[config.mk]
export PLATFORM = sky130hd
export DESIGN_NAME = reservoir_ration_controller
export DESIGN_NICKNAME = d
export VERILOG_FILES = /design/src/rtl/water_mgmt_pkg.sv /design/src/rtl/level_class_filter.sv /design/src/rtl/reservoir_ration_controller.sv
export SDC_FILE = /design/constraint.sdc
export NUM_CORES = 1
export LEC_CHECK = 0
export CAP_MARGIN = 20
export CORE_UTILIZATION = 53
export CTS_BUF_LIST = sky130_fd_sc_hd__clkbuf_4
export CTS_CLUSTER_SIZE = 20
export DETAILED_ROUTE_END_ITERATION = 10
export PLACE_DENSITY = 0.86
export SLEW_MARGIN = 10
export SYNTH_ARGS = -nofsm -noshare
export SYNTH_HDL_FRONTEND = slang
export SYNTH_HIERARCHICAL = 1
export SYNTH_SLANG_ARGS = --single-unit
[constraint.sdc]
create_clock -name clk -period 4.3 [get_ports clk]
set_clock_uncertainty 0.15 [all_clocks]
set_input_delay 0.645 -clock clk [delete_from_list [all_inputs] [get_ports clk]]
set_output_delay 0.645 -clock clk [all_outputs]
set_load 0.05 [all_outputs]
[src/rtl/water_mgmt_pkg.sv]
// Shared types and default constants for the reservoir water-management blocks.
// Contents:
//   supply_state_t : supply health classes, ordered so a larger value is a worse class
//   *_DEF          : default thresholds and widths used as parameter defaults
//   DRAW_W         : width of the per-consumer draw requests
//   next_better()  : one-step upgrade of a supply class
package water_mgmt_pkg;

    typedef enum logic [1:0] {
        NORMAL    = 2'd0,
        CONSERVE  = 2'd1,
        RATION    = 2'd2,
        EMERGENCY = 2'd3
    } supply_state_t;

    localparam int LEVEL_W_DEF     = 10;
    localparam int POP_W_DEF       = 8;
    localparam int CONSERVE_TH_DEF = 400;
    localparam int RATION_TH_DEF   = 200;
    localparam int CRIT_TH_DEF     = 50;
    localparam int SPILL_TH_DEF    = 900;
    localparam int HYST_DEF        = 20;
    localparam int DWELL_DEF       = 4;
    localparam int ROT_PERIOD_DEF  = 8;
    localparam int DRAW_W          = 6;

    // Upgrades move exactly one class at a time.
    function automatic supply_state_t next_better(input supply_state_t s);
        supply_state_t r;
        case (s)
            CONSERVE:  r = NORMAL;
            RATION:    r = CONSERVE;
            EMERGENCY: r = RATION;
            default:   r = NORMAL;
        endcase
        return r;
    endfunction

endpackage

[src/rtl/level_class_filter.sv]
// Classifies a sampled reservoir level into a target supply class and
// qualifies state changes with hysteresis and a dwell counter.
// Ports:
//   clk, reset    : clock, synchronous active-high reset
//   sample_valid  : level/underflow sample valid this cycle
//   level         : sampled reservoir level
//   underflow_flag: sampled underflow flag (forces EMERGENCY, valid or not)
//   state         : current registered supply state
//   next_state    : qualified next supply state (combinational)
module level_class_filter
    import water_mgmt_pkg::*;
#(
    parameter int LEVEL_W     = LEVEL_W_DEF,
    parameter int CONSERVE_TH = CONSERVE_TH_DEF,
    parameter int RATION_TH   = RATION_TH_DEF,
    parameter int CRIT_TH     = CRIT_TH_DEF,
    parameter int HYST        = HYST_DEF,
    parameter int DWELL       = DWELL_DEF
) (
    input  logic               clk,
    input  logic               reset,
    input  logic               sample_valid,
    input  logic [LEVEL_W-1:0] level,
    input  logic               underflow_flag,
    input  supply_state_t      state,
    output supply_state_t      next_state
);

    localparam int DW = $clog2(DWELL + 1);

    // One extra bit so threshold-plus-margin sums never wrap.
    localparam logic [LEVEL_W:0] CRIT_L      = (LEVEL_W+1)'(CRIT_TH);
    localparam logic [LEVEL_W:0] RATION_L    = (LEVEL_W+1)'(RATION_TH);
    localparam logic [LEVEL_W:0] CONSERVE_L  = (LEVEL_W+1)'(CONSERVE_TH);
    localparam logic [LEVEL_W:0] UP_RATION   = (LEVEL_W+1)'(CRIT_TH + HYST);
    localparam logic [LEVEL_W:0] UP_CONSERVE = (LEVEL_W+1)'(RATION_TH + HYST);
    localparam logic [LEVEL_W:0] UP_NORMAL   = (LEVEL_W+1)'(CONSERVE_TH + HYST);

    logic [LEVEL_W:0] level_x_s;
    supply_state_t    target_s;
    supply_state_t    last_target_r;
    logic             up_qual_s;
    logic [DW-1:0]    dwell_r;
    logic [DW-1:0]    dwell_base_s;
    logic [DW-1:0]    dwell_nxt_s;

    assign level_x_s = {1'b0, level};

    // Raw target class and upgrade qualification for the current sample.
    always_comb begin
        if (level_x_s <= CRIT_L) begin
            target_s = EMERGENCY;
        end else if (level_x_s < RATION_L) begin
            target_s = RATION;
        end else if (level_x_s < CONSERVE_L) begin
            target_s = CONSERVE;
        end else begin
            target_s = NORMAL;
        end

        // Upgrade margin is measured above the lower edge of the next-better class.
        case (state)
            CONSERVE:  up_qual_s = (level_x_s >= UP_NORMAL);
            RATION:    up_qual_s = (level_x_s >= UP_CONSERVE);
            EMERGENCY: up_qual_s = (level_x_s >= UP_RATION);
            default:   up_qual_s = 1'b0;
        endcase
    end

    // Next-state qualification and dwell counting.
    always_comb begin
        next_state   = state;
        dwell_nxt_s  = dwell_r;
        // A target different from the previous sample's restarts the run.
        dwell_base_s = (target_s == last_target_r) ? dwell_r : {DW{1'b0}};

        if (underflow_flag) begin
            next_state  = EMERGENCY;
            dwell_nxt_s = {DW{1'b0}};
        end else if (!sample_valid) begin
            next_state  = state;
            dwell_nxt_s = dwell_r;
        end else if (target_s == EMERGENCY) begin
            next_state  = EMERGENCY;
            dwell_nxt_s = {DW{1'b0}};
        end else if (target_s == state) begin
            dwell_nxt_s = {DW{1'b0}};
        end else if ((target_s > state) || up_qual_s) begin
            if (dwell_base_s >= DW'(DWELL - 1)) begin
                // Downgrades jump straight to the target, upgrades take one step.
                next_state  = (target_s > state) ? target_s : next_better(state);
                dwell_nxt_s = {DW{1'b0}};
            end else begin
                dwell_nxt_s = dwell_base_s + {{(DW-1){1'b0}}, 1'b1};
            end
        end else begin
            dwell_nxt_s = {DW{1'b0}};
        end
    end

    // Dwell counter and previous-target register.
    always_ff @(posedge clk) begin
        if (reset) begin
            dwell_r       <= {DW{1'b0}};
            last_target_r <= NORMAL;
        end else begin
            dwell_r <= dwell_nxt_s;
            if (sample_valid) begin
                last_target_r <= target_s;
            end else begin
                last_target_r <= last_target_r;
            end
        end
    end

endmodule

[src/rtl/reservoir_ration_controller.sv]
// Reservoir ration controller: samples reservoir level, flags and populations,
// tracks supply health and drives per-consumer draw requests, spill valve and alarm.
// Inputs are registered first, so a sample taken at edge N shows on the outputs
// after edge N+1.
// Ports:
//   clk, reset                  : clock, synchronous active-high reset
//   level_valid                 : level/flag/population inputs valid this cycle
//   reservoir_level             : current stored water
//   overflow, underflow         : reservoir flags
//   city_population, town_population : consumer populations
//   alarm_ack                   : alarm clear request (sticky alarm build only)
//   supply_state                : 0=NORMAL 1=CONSERVE 2=RATION 3=EMERGENCY
//   city_draw, town_draw        : per-cycle draw requests
//   spill_valve                 : open spillway
//   alarm                       : emergency alarm
// Build option: define STICKY_ALARM_EN for an alarm that latches on EMERGENCY
// entry and clears only on alarm_ack outside EMERGENCY.
module reservoir_ration_controller
    import water_mgmt_pkg::*;
#(
    parameter int LEVEL_W     = LEVEL_W_DEF,
    parameter int POP_W       = POP_W_DEF,
    parameter int CONSERVE_TH = CONSERVE_TH_DEF,
    parameter int RATION_TH   = RATION_TH_DEF,
    parameter int CRIT_TH     = CRIT_TH_DEF,
    parameter int SPILL_TH    = SPILL_TH_DEF,
    parameter int HYST        = HYST_DEF,
    parameter int DWELL       = DWELL_DEF,
    parameter int ROT_PERIOD  = ROT_PERIOD_DEF
) (
    input  logic               clk,
    input  logic               reset,
    input  logic               level_valid,
    input  logic [LEVEL_W-1:0] reservoir_level,
    input  logic               overflow,
    input  logic               underflow,
    input  logic [POP_W-1:0]   city_population,
    input  logic [POP_W-1:0]   town_population,
    input  logic               alarm_ack,
    output logic [1:0]         supply_state,
    output logic [DRAW_W-1:0]  city_draw,
    output logic [DRAW_W-1:0]  town_draw,
    output logic               spill_valve,
    output logic               alarm
);

    localparam int RW = $clog2(ROT_PERIOD + 1);
    localparam logic [RW-1:0]      ROT_LAST  = RW'(ROT_PERIOD - 1);
    localparam logic [LEVEL_W-1:0] SPILL_SET = LEVEL_W'(SPILL_TH);
    localparam logic [LEVEL_W-1:0] SPILL_CLR = LEVEL_W'(SPILL_TH - HYST);

    logic               valid_r;
    logic [LEVEL_W-1:0] level_r;
    logic               overflow_r;
    logic               underflow_r;
    logic [POP_W-1:0]   city_pop_r;
    logic [POP_W-1:0]   town_pop_r;

    supply_state_t      state_r;
    supply_state_t      next_state_s;
    logic [RW-1:0]      rot_r;
    logic [RW-1:0]      rot_nxt_s;
    logic               serve_town_r;
    logic               serve_town_nxt_s;
    logic [DRAW_W-1:0]  city_draw_r;
    logic [DRAW_W-1:0]  town_draw_r;
    logic [DRAW_W-1:0]  city_draw_nxt_s;
    logic [DRAW_W-1:0]  town_draw_nxt_s;
    logic               spill_r;
    logic               spill_nxt_s;
    logic               alarm_r;
    logic               alarm_nxt_s;

`ifndef STICKY_ALARM_EN
    logic               unused_ack_s;
    assign unused_ack_s = alarm_ack;
`endif

    // Input sampling stage; populations only update on a valid sample.
    always_ff @(posedge clk) begin
        if (reset) begin
            valid_r     <= 1'b0;
            level_r     <= {LEVEL_W{1'b0}};
            overflow_r  <= 1'b0;
            underflow_r <= 1'b0;
            city_pop_r  <= {POP_W{1'b0}};
            town_pop_r  <= {POP_W{1'b0}};
        end else begin
            valid_r     <= level_valid;
            level_r     <= reservoir_level;
            overflow_r  <= overflow;
            underflow_r <= underflow;
            if (level_valid) begin
                city_pop_r <= city_population;
                town_pop_r <= town_population;
            end else begin
                city_pop_r <= city_pop_r;
                town_pop_r <= town_pop_r;
            end
        end
    end

    level_class_filter #(
        .LEVEL_W     (LEVEL_W),
        .CONSERVE_TH (CONSERVE_TH),
        .RATION_TH   (RATION_TH),
        .CRIT_TH     (CRIT_TH),
        .HYST        (HYST),
        .DWELL       (DWELL)
    ) u_filter (
        .clk            (clk),
        .reset          (reset),
        .sample_valid   (valid_r),
        .level          (level_r),
        .underflow_flag (underflow_r),
        .state          (state_r),
        .next_state     (next_state_s)
    );

    // Rotation of the served consumer while rationing; city is served first.
    always_comb begin
        rot_nxt_s        = rot_r;
        serve_town_nxt_s = serve_town_r;
        if (next_state_s != RATION) begin
            rot_nxt_s        = {RW{1'b0}};
            serve_town_nxt_s = 1'b0;
        end else if (state_r != RATION) begin
            rot_nxt_s        = {RW{1'b0}};
            serve_town_nxt_s = 1'b0;
        end else if (rot_r == ROT_LAST) begin
            rot_nxt_s        = {RW{1'b0}};
            serve_town_nxt_s = ~serve_town_r;
        end else begin
            rot_nxt_s        = rot_r + {{(RW-1){1'b0}}, 1'b1};
            serve_town_nxt_s = serve_town_r;
        end
    end

    // Draw requests follow the state the controller is moving into.
    always_comb begin
        city_draw_nxt_s = {DRAW_W{1'b0}};
        town_draw_nxt_s = {DRAW_W{1'b0}};
        case (next_state_s)
            NORMAL: begin
                city_draw_nxt_s = DRAW_W'(city_pop_r >> 3'd2);
                town_draw_nxt_s = DRAW_W'(town_pop_r >> 3'd2);
            end
            CONSERVE: begin
                city_draw_nxt_s = DRAW_W'(city_pop_r >> 3'd3);
                town_draw_nxt_s = DRAW_W'(town_pop_r >> 3'd3);
            end
            RATION: begin
                if (serve_town_nxt_s) begin
                    town_draw_nxt_s = DRAW_W'(town_pop_r >> 3'd3);
                end else begin
                    city_draw_nxt_s = DRAW_W'(city_pop_r >> 3'd3);
                end
            end
            EMERGENCY: begin
                city_draw_nxt_s = {DRAW_W{1'b0}};
                town_draw_nxt_s = {DRAW_W{1'b0}};
            end
            default: begin
                city_draw_nxt_s = {DRAW_W{1'b0}};
                town_draw_nxt_s = {DRAW_W{1'b0}};
            end
        endcase
    end

    // Spill valve with a hysteresis band; set wins over clear.
    always_comb begin
        spill_nxt_s = spill_r;
        if (valid_r) begin
            if (overflow_r || (level_r >= SPILL_SET)) begin
                spill_nxt_s = 1'b1;
            end else if (level_r < SPILL_CLR) begin
                spill_nxt_s = 1'b0;
            end else begin
                spill_nxt_s = spill_r;
            end
        end else begin
            spill_nxt_s = spill_r;
        end
    end

    // Alarm: latched with acknowledge, or a plain copy of the EMERGENCY state.
    always_comb begin
        alarm_nxt_s = alarm_r;
`ifdef STICKY_ALARM_EN
        if ((next_state_s == EMERGENCY) && (state_r != EMERGENCY)) begin
            alarm_nxt_s = 1'b1;
        end else if (alarm_ack && (state_r != EMERGENCY)) begin
            alarm_nxt_s = 1'b0;
        end else begin
            alarm_nxt_s = alarm_r;
        end
`else
        alarm_nxt_s = (next_state_s == EMERGENCY);
`endif
    end

    // State, rotation and output registers.
    always_ff @(posedge clk) begin
        if (reset) begin
            state_r      <= NORMAL;
            rot_r        <= {RW{1'b0}};
            serve_town_r <= 1'b0;
            city_draw_r  <= {DRAW_W{1'b0}};
            town_draw_r  <= {DRAW_W{1'b0}};
            spill_r      <= 1'b0;
            alarm_r      <= 1'b0;
        end else begin
            state_r      <= next_state_s;
            rot_r        <= rot_nxt_s;
            serve_town_r <= serve_town_nxt_s;
            city_draw_r  <= city_draw_nxt_s;
            town_draw_r  <= town_draw_nxt_s;
            spill_r      <= spill_nxt_s;
            alarm_r      <= alarm_nxt_s;
        end
    end

    assign supply_state = state_r;
    assign city_draw    = city_draw_r;
    assign town_draw    = town_draw_r;
    assign spill_valve  = spill_r;
    assign alarm        = alarm_r;

endmodule

==> results of run 1 <==
final cells by class:
class	count	area, µm²	area share
tap	50	62.6	0.0216
multi-input combinational	179	1260	0.436
clock inverter	2	38.8	0.0134
sequential	51	1020	0.353
inverter	8	30.0	0.0104
timing repair buffer	44	435	0.151
clock buffer	6	45.0	0.0156
final timing paths:
check | slack (ps) | to | depth (start not counted)
max | 420 | city_draw[2] | 13
min | 310 | rot_r[0] | 1
max reg2reg | 420 | city_draw[2] | 13
min reg2reg | 310 | rot_r[0] | 1
through the flow:
step                instances  utilization  setup WS, ps  hold WS, ps
global route              340        0.698           188          358
detailed placement        332        0.675           302          300
global placement          332        0.675           367          296
floorplan                 252            -           915          281
CTS                       340        0.695           258          318
finish                    340        0.698           423          314
repair_timing:
action	CTS	global route
gates resized for setup	0	3
hold buffers	0	0
endpoints found under the setup margin	0	9
logic make-up (layout without fill, tap and decap cells):
logic type / Yosys count / after routing
XOR/XNOR: 3 / 3
adder cells (fa/ha/maj): 5 / 5
multiplexers: 18 / 18
flip-flops: 51 / 51
AO/OA/AOI/OAI: 51 / 51
buffers and inverters: 22 / 60
AND/OR/NAND/NOR: 102 / 102
critical path, cell delays in order (launching register included):
cell      delay [ps]
dfxtp_1          410
o311a_2          450
o211ai_1         200
and2_1           310
ha_1             280
nand2_1           90
o21a_1           220
a211oi_1          90
or3b_1           400
o22ai_1          190
o211ai_1         240
nor2_2           460
a32oi_1          190
o21ai_1          130
routing by layer:
layer	share of wire	global-route usage
met1	0.46	0.308
met4	0.014	0.0867
met5	0	0
met3	0.051	0.0740
met2	0.47	0.371
registers in the layout, summed over array words and instances, names as in the netlist:
name                    flops
supply_state                2
spill_valve                 1
serve_town_r                1
town_pop_r                  6
level_r                    10
underflow_r                 1
city_pop_r                  6
town_draw                   6
valid_r                     1
u_filter/dwell_r            3
overflow_r                  1
alarm                       1
u_filter/last_target_r      2
rot_r                       4
city_draw                   6
power by group:
group	total, µW	leakage, µW	internal, µW	switching (µW)
combinational	195	0.000622	86.0	109
sequential	523	0.000419	497	26.3
clock	287	0.0000463	131	156
total	1010	0.00109	714	291
layout by cell type (no fill, tap or decap), types with 4 or more instances in the layout:
cell type / instances
a211oi_1: 7
a32oi_1: 11
and2_1: 4
and3_1: 5
clkbuf_4: 6
clkdlybuf4s50_1: 42
dfxtp_1: 51
ha_1: 5
inv_1: 8
mux2i_1: 16
nand2_1: 17
nand3_1: 5
nor2_1: 22
nor2b_1: 27
o21ai_0: 7
o21ai_1: 6
==> results.cfg, run 1 <==
[outcome]
outcome = finished clean

[global_route]
grt_pass1_wl_um = 8250
grt_use_total = 0.239
grt_pass1_vias = 1740
grt_max_degree = 29
overflow = 0
grt_antenna_before_repair = 0

[routing]
wl_um = 5040
routedWlPerCell_um = 14.8
drc = 0
ant_nets = 0
dr.pass1.iters = 4
drt-initial-drc-count = 204
vias_per_cell = 5.88
num_vias = 1999

[timing]
clock.fmax_ghz = 0.258
tns_ps = 0
setup_viol = 0
worstMarginPinSlew_ps = 716
max_slew_margin = 0.521
finalCritPeriodShare = 0.902
layout_min_cycle_time_ps = 3880
final-max-slew-violation-count = 0
hold_viol = 0
rsz0062_at_grt = no

[clock_network]
cts-buffers-inserted = 5
cts.sinks = 51
cts.clk_slew.worst_paths_ps = 150
clockBufferDepth = 2
tritoncts = yes
root_buffer = clkbuf_4
worstSkewPairLatency_ps = 380
post_cts_buffers = 0
cts_htree_levels = 2

[synth]
ys_seq_area_frac = 0.429
synth.distinct_cells = 54
synth_ff_type = dfxtp_1
synth_top_family_by_area = simple AND/OR/NAND/NOR gates
async_reset_ff_frac = 0
synth.most_common_cell = dfxtp_1
synth_commonest_cells = 51 x dfxtp_1, 28 x nor2b_1, 23 x nor2_1
synth_fa_ha_area_frac = 0.0263
syn_inst = 252
syn-num-nets = 289
synth_area_leaders = dfxtp_1 43%, nor2b_1 7.4%, mux2i_1 6.7%
synth_compound_area_frac = 0.170
synth_edf_count = 0
synth_area_per_cell_um2 = 9.44
synth_area_mm2 = 0.00238
synth_warnings = 6
ys_ff_latch = 51
synth_xor_area_frac = 0.0110
synthDominantCellAreaShare = 0.429
synth_simple_gate_area_frac = 0.239
yosys.area.top_type = dfxtp_1
synthMuxAreaShare = 0.0784

[cells_and_area]
final_layout_size_suffix_gt1_frac = 0.0862
final_nets = 326
diodes = 0
fillers = 327
syn_to_final_growth_pct = 21.6
fin_area_mm2 = 0.00289

[power_and_ir_drop]
power_uw = 1010
power_leakage_uw = 0.00109
p_per_area_mw_per_mm2 = 347
vdd_drop_max_mv = 0.176

[critical_path]
worstPathMaxFanout = 12
criticalPathCategory = flip-flop to flip-flop
critPathLaunchType = flip-flop
crit-reg2reg-launch = level_r[4]
cp-end-kind = flip-flop
cp.required_ps = 4460
critPathArrivalTime_ps = 4040
startpoint = level_r[4]

[floorplan]
die_x_um = 69.0
core.rowCount = 23
dieHeight_um = 69.0
start_util = 0.574
ioPinCount = 48
dieArea_mm2 = 0.00476
core_area_mm2 = 0.00414

[place]
portBuffers = 42
place.gp.congestion = 0.820
placed_area_mm2 = 0.00280
post-dp-hpwl_um = 3530

[worst_hold_path]
hold_start = rot_r[0]
hold_class = flip-flop to flip-flop

[run]
max_cap_violations = 0
(Power assumes the default switching activity.)
==> run 2, diff against run 1 <==
- PLACE_DENSITY: 0.86 -> 0.84
==> results.cfg, run 2 (synthesis results as in run 1) <==
[critical_path]
ff2ff_path_depth = 13
worstPathMaxFanout = 12
criticalPathCategory = flip-flop to flip-flop
critPathLaunchType = flip-flop
critPathArrivalTime_ps = 3910
cp-end-kind = flip-flop
startpoint = level_r[3]
cp.required_ps = 4400
crit-reg2reg-launch = level_r[3]

[clock_network]
cts.repair.resized = 0
root_buffer = clkbuf_4
cts-buffers-inserted = 5
cts.clk_slew.worst_paths_ps = 150
worstSkewPairLatency_ps = 370
cts_htree_levels = 2
post_cts_buffers = 0
clockBufferDepth = 2
cts_hold_buffers = 0
cts.sinks = 51
tritoncts = yes

[routing]
drc = 0
dr.pass1.iters = 4
num_vias = 1977
wl_um = 4870
vias_per_cell = 5.81
ant_nets = 0
drt-initial-drc-count = 192
routedWlPerCell_um = 14.3

[timing]
layout_min_cycle_time_ps = 3800
hold_viol = 0
setup_viol = 0
rsz0062_at_grt = no
final-max-slew-violation-count = 0
max_slew_margin = 0.524
tns_ps = 0
finalCritPeriodShare = 0.884
worstMarginPinSlew_ps = 711
clock.fmax_ghz = 0.263

[place]
place.gp.congestion = 0.781
placed_area_mm2 = 0.00280
post-dp-hpwl_um = 3590
portBuffers = 42

[floorplan]
ioPinCount = 48
core.rowCount = 23
start_util = 0.574
dieArea_mm2 = 0.00476
core_area_mm2 = 0.00414
die_x_um = 69.0
dieHeight_um = 69.0

[global_route]
grt_antenna_before_repair = 0
grt_max_degree = 29
grt_pass1_wl_um = 8160
overflow = 0
grt_pass1_vias = 1861
grt_use_total = 0.229

[power_and_ir_drop]
vdd_drop_max_mv = 0.272
p_per_area_mw_per_mm2 = 345
power_uw = 998
power_leakage_uw = 0.00109

[cells_and_area]
largest_reg_flops = 10
top_register = level_r
mostFrequentLayoutCell = dfxtp_1
fin_area_mm2 = 0.00289
final_nets = 326
final_cell_mix = 51 x dfxtp_1, 42 x clkdlybuf4s50_1, 27 x nor2b_1, 22 x nor2_1, 17 x nand2_1
diodes = 0
final_layout_size_suffix_gt1_frac = 0.0862
syn_to_final_growth_pct = 21.6
fillers = 331

[worst_hold_path]
hold_depth = 2
hold_start = u_filter/dwell_r[1]
hold_class = flip-flop to flip-flop

[run]
max_cap_violations = 0

[outcome]
outcome = finished clean
[run 2: cell counts in the layout (fill, tap and decap cells not counted)]
Identical to the previous run, type by type.
[run 2: path summary, 6_finish.rpt]
kind	slack, ps	endpoint
max reg2reg	500	town_draw[4]
min	330	u_filter/dwell_r[1]
max	500	town_draw[4]
min reg2reg	330	u_filter/dwell_r[1]
[run 2: area by class of cell]
cell class / instances / area, µm² / area share
Multi-Input combinational cell: 179 / 1260 / 0.436
Sequential cell: 51 / 1020 / 0.353
Timing Repair Buffer: 44 / 435 / 0.151
Tap cell: 50 / 62.6 / 0.0216
Clock buffer: 6 / 45.0 / 0.0156
Clock inverter: 2 / 38.8 / 0.0134
Inverter: 8 / 30.0 / 0.0104
[run 2: per-stage QoR]
stage               cells  hold WS (ps)  utilization  setup slack [ps]
global placement      332           297        0.675               353
CTS                   340           333        0.695               238
global route          340           367        0.698               214
floorplan             252           281            -               915
detailed placement    332           316        0.675               235
finish                340           330        0.698               497
[run 2: where the power goes]
part	switching [µW]	leakage (µW)	internal [µW]	total (µW)
Clock	151	0.0000463	131	282
Combinational	107	0.000622	85.8	193
Sequential	26.1	0.000419	497	523
Total	284	0.00109	714	998
[run 2: worst max-delay path, cell delays in order (launching register included)]
cell and delay, ps:
dfxtp_1 400, o311a_2 460, o211ai_1 200, and2_1 300
xor2_1 250, and2_1 210, nand2_1 70, ha_1 220
a211oi_4 280, nor4_1 120, a311oi_2 430, nor2_2 210
a32oi_1 260, o21ai_0 130
[run 2: routing by layer]
layer	GRT usage	vias up	wire length (µm)
li1	-	984	-
met1	0.293	934	2240
met2	0.383	50	2340
met3	0.0444	9	221
met4	0.0791	0	70
met5	0	-	0
==> run 3, diff against run 2 <==
- ABC_AREA: unset -> 1
- ABC_CLOCK_PERIOD_IN_PS: unset -> 4300
==> results.cfg, run 3 <==
[outcome]
outcome = finished clean

[critical_path]
crit_path_top_delay_cell = dfxtp_1
startpoint = level_r[6]
ff2ff_path_depth = 23
critPathLaunchType = flip-flop
cp-end-kind = flip-flop
worstPathMaxFanout = 8
cpPeakStageDelay_ps = 500
crit-reg2reg-launch = level_r[6]
r2r-end = city_draw[0]
cp.required_ps = 4460
path_cells = nand2_2, clkinv_2, nand2_2, nand2_4, nand3_2, nand2_2, inv_1, ha_1, nand2_1, inv_1, a21oi_1, inv_1, nand2_1, nand2_2, nand2_1, nand3_1, nand2_1, nand2_1, nor2_2, nand2_1, inv_2, nand2_1, nand2_1
cp-endpoint = city_draw[0]
reg2reg_slack_ps = 1210
crit_top_cell = nand2_1
critPathArrivalTime_ps = 3250
criticalPathCategory = flip-flop to flip-flop

[floorplan]
dieHeight_um = 68.9
core_area_mm2 = 0.00414
ioPinCount = 48
dieArea_mm2 = 0.00475
die_x_um = 68.9
start_util = 0.572
core.rowCount = 23

[clock_network]
cts.sinks = 51
post_cts_buffers = 0
cts_hold_buffers = 0
cts_htree_levels = 2
tritoncts = yes
root_buffer = clkbuf_4
cts.repair.resized = 0
cts.clk_slew.worst_paths_ps = 140
cts-buffers-inserted = 5
clockBufferDepth = 2
worstSkewPairLatency_ps = 370

[place]
post-dp-hpwl_um = 3450
portBuffers = 42
place.gp.congestion = 0.801
post-place-ws_ps = 1240
place_inst = 414

[synth]
synth_ff_type = dfxtp_1
yosys.area.top_type = dfxtp_1
synth_edf_count = 0
synth.distinct_cells = 31
synthDominantCellAreaShare = 0.431
synth_area_mm2 = 0.00237
ys_seq_area_frac = 0.431
synth_warnings = 6
syn_inst = 327
synth_area_leaders = dfxtp_1 43%, nand2_1 11%, inv_1 8.4%
synth.most_common_cell = nand2_1
synth_area_per_cell_um2 = 7.25
async_reset_ff_frac = 0
syn-num-nets = 364
ys_ff_latch = 51
synth_commonest_cells = 67 x nand2_1, 53 x inv_1, 51 x dfxtp_1

[cells_and_area]
largest_reg_flops = 10
final_util = 0.697
regArea_mm2 = 0.00102
final_nets = 408
final_layout_size_suffix_gt1_frac = 0.105
final_cell_mix = 67 x nand2_1, 53 x inv_1, 51 x dfxtp_1, 47 x nor2_1, 42 x clkdlybuf4s50_1
fillers = 378
syn_to_final_growth_pct = 21.9
mostFrequentLayoutCell = nand2_1
diodes = 0
fin_cells = 422
top_register = level_r
multi_input_area_mm2 = 0.00110

[timing]
final-max-slew-violation-count = 0
setup_viol = 0
setup_ws_ps = 1210
clock.fmax_ghz = 0.324
hold_viol = 0
max_slew_margin = 0.650
rsz0062_at_grt = no
finalCritPeriodShare = 0.718
worstMarginPinSlew_ps = 523
layout_min_cycle_time_ps = 3090
tns_ps = 0

[routing]
drc = 0
drt-initial-drc-count = 68
wl_um = 4420
routedWlPerCell_um = 10.5
vias_per_cell = 4.88
dr.pass1.iters = 4
ant_nets = 0
num_vias = 2059

[power_and_ir_drop]
p_per_area_mw_per_mm2 = 322
vdd_drop_max_mv = 0.250
seq_power_share = 0.557
internal_power_uw = 638
clkPwrFrac = 0.228
power_leakage_uw = 0.00132
switching_power_uw = 292
power_uw = 930
switching_share = 0.314
combPwrFrac = 0.215

[global_route]
overflow = 0
grt_pass1_vias = 1871
grt_use_total = 0.211
grt_antenna_before_repair = 0
grt_max_degree = 27
grt_pass1_wl_um = 7540

[run]
max_cap_violations = 0

[worst_hold_path]
hold_class = flip-flop to flip-flop
hold_start = town_pop_r[7]
==> run 3: cell type report <==
type,count,share of cell area
multi-input cells,212,0.381
flip-flops and latches,51,0.353
repair buffers,43,0.148
inverters,58,0.0758
well taps,50,0.0216
clock buffers,5,0.0130
clock inverters,3,0.00693
==> run 3: worst max-delay path: cells and delay by family (launching register included) <==
kind | cells | cell delay [ps]
AO/OA/AOI/OAI | 1 | 120
flip-flops | 1 | 500
buffers and inverters | 5 | 450
adder cells (fa/ha/maj) | 1 | 260
AND/OR/NAND/NOR | 16 | 1550
==> run 3: stage by stage <==
stage	cell area, µm²	hold slack (ps)
finish	2890	304
global route	2890	326
CTS	2890	308
detailed placement	2830	288
global placement	2830	274
floorplan	2370	267
==> run 3: worst min-delay path by stage <==
stage              endpoint  slack (ps)  cells past startpoint
2_1_floorplan  city_draw[5]         270                      2
3_3_place_gp   town_draw[5]         270                      2
3_5_place_dp   town_draw[5]         290                      2
4_1_cts        town_draw[5]         310                      2
5_1_grt        town_draw[1]         330                      2
6_report       town_draw[5]         300                      2
==> run 3: power by group through the flow <==
stage          clock network [µW]  registers (µW)  logic, µW
6_report                      212             518        200
5_1_grt                       239             522        223
4_1_cts                       221             518        201
3_5_place_dp                    0             528        200
3_3_place_gp                    0             527        196
2_1_floorplan                   0             557        106
==> run 3: logic make-up after synthesis <==
logic type	count (synthesis)	share of synthesized area
AO/OA/AOI/OAI	39	0.0887
XOR/XNOR	3	0.0190
adder cells (fa/ha/maj)	5	0.0264
buffers and inverters	64	0.104
flip-flops	51	0.431
AND/OR/NAND/NOR	165	0.331
==> run 3: per-layer routing <==
| layer | track usage | wire length [µm] |
|---|---|---|
| met1 | 0.232 | 1940 |
| met4 | 0.0612 | 45 |
| met2 | 0.393 | 2230 |
| met5 | 0 | 0 |
| met3 | 0.0559 | 205 |
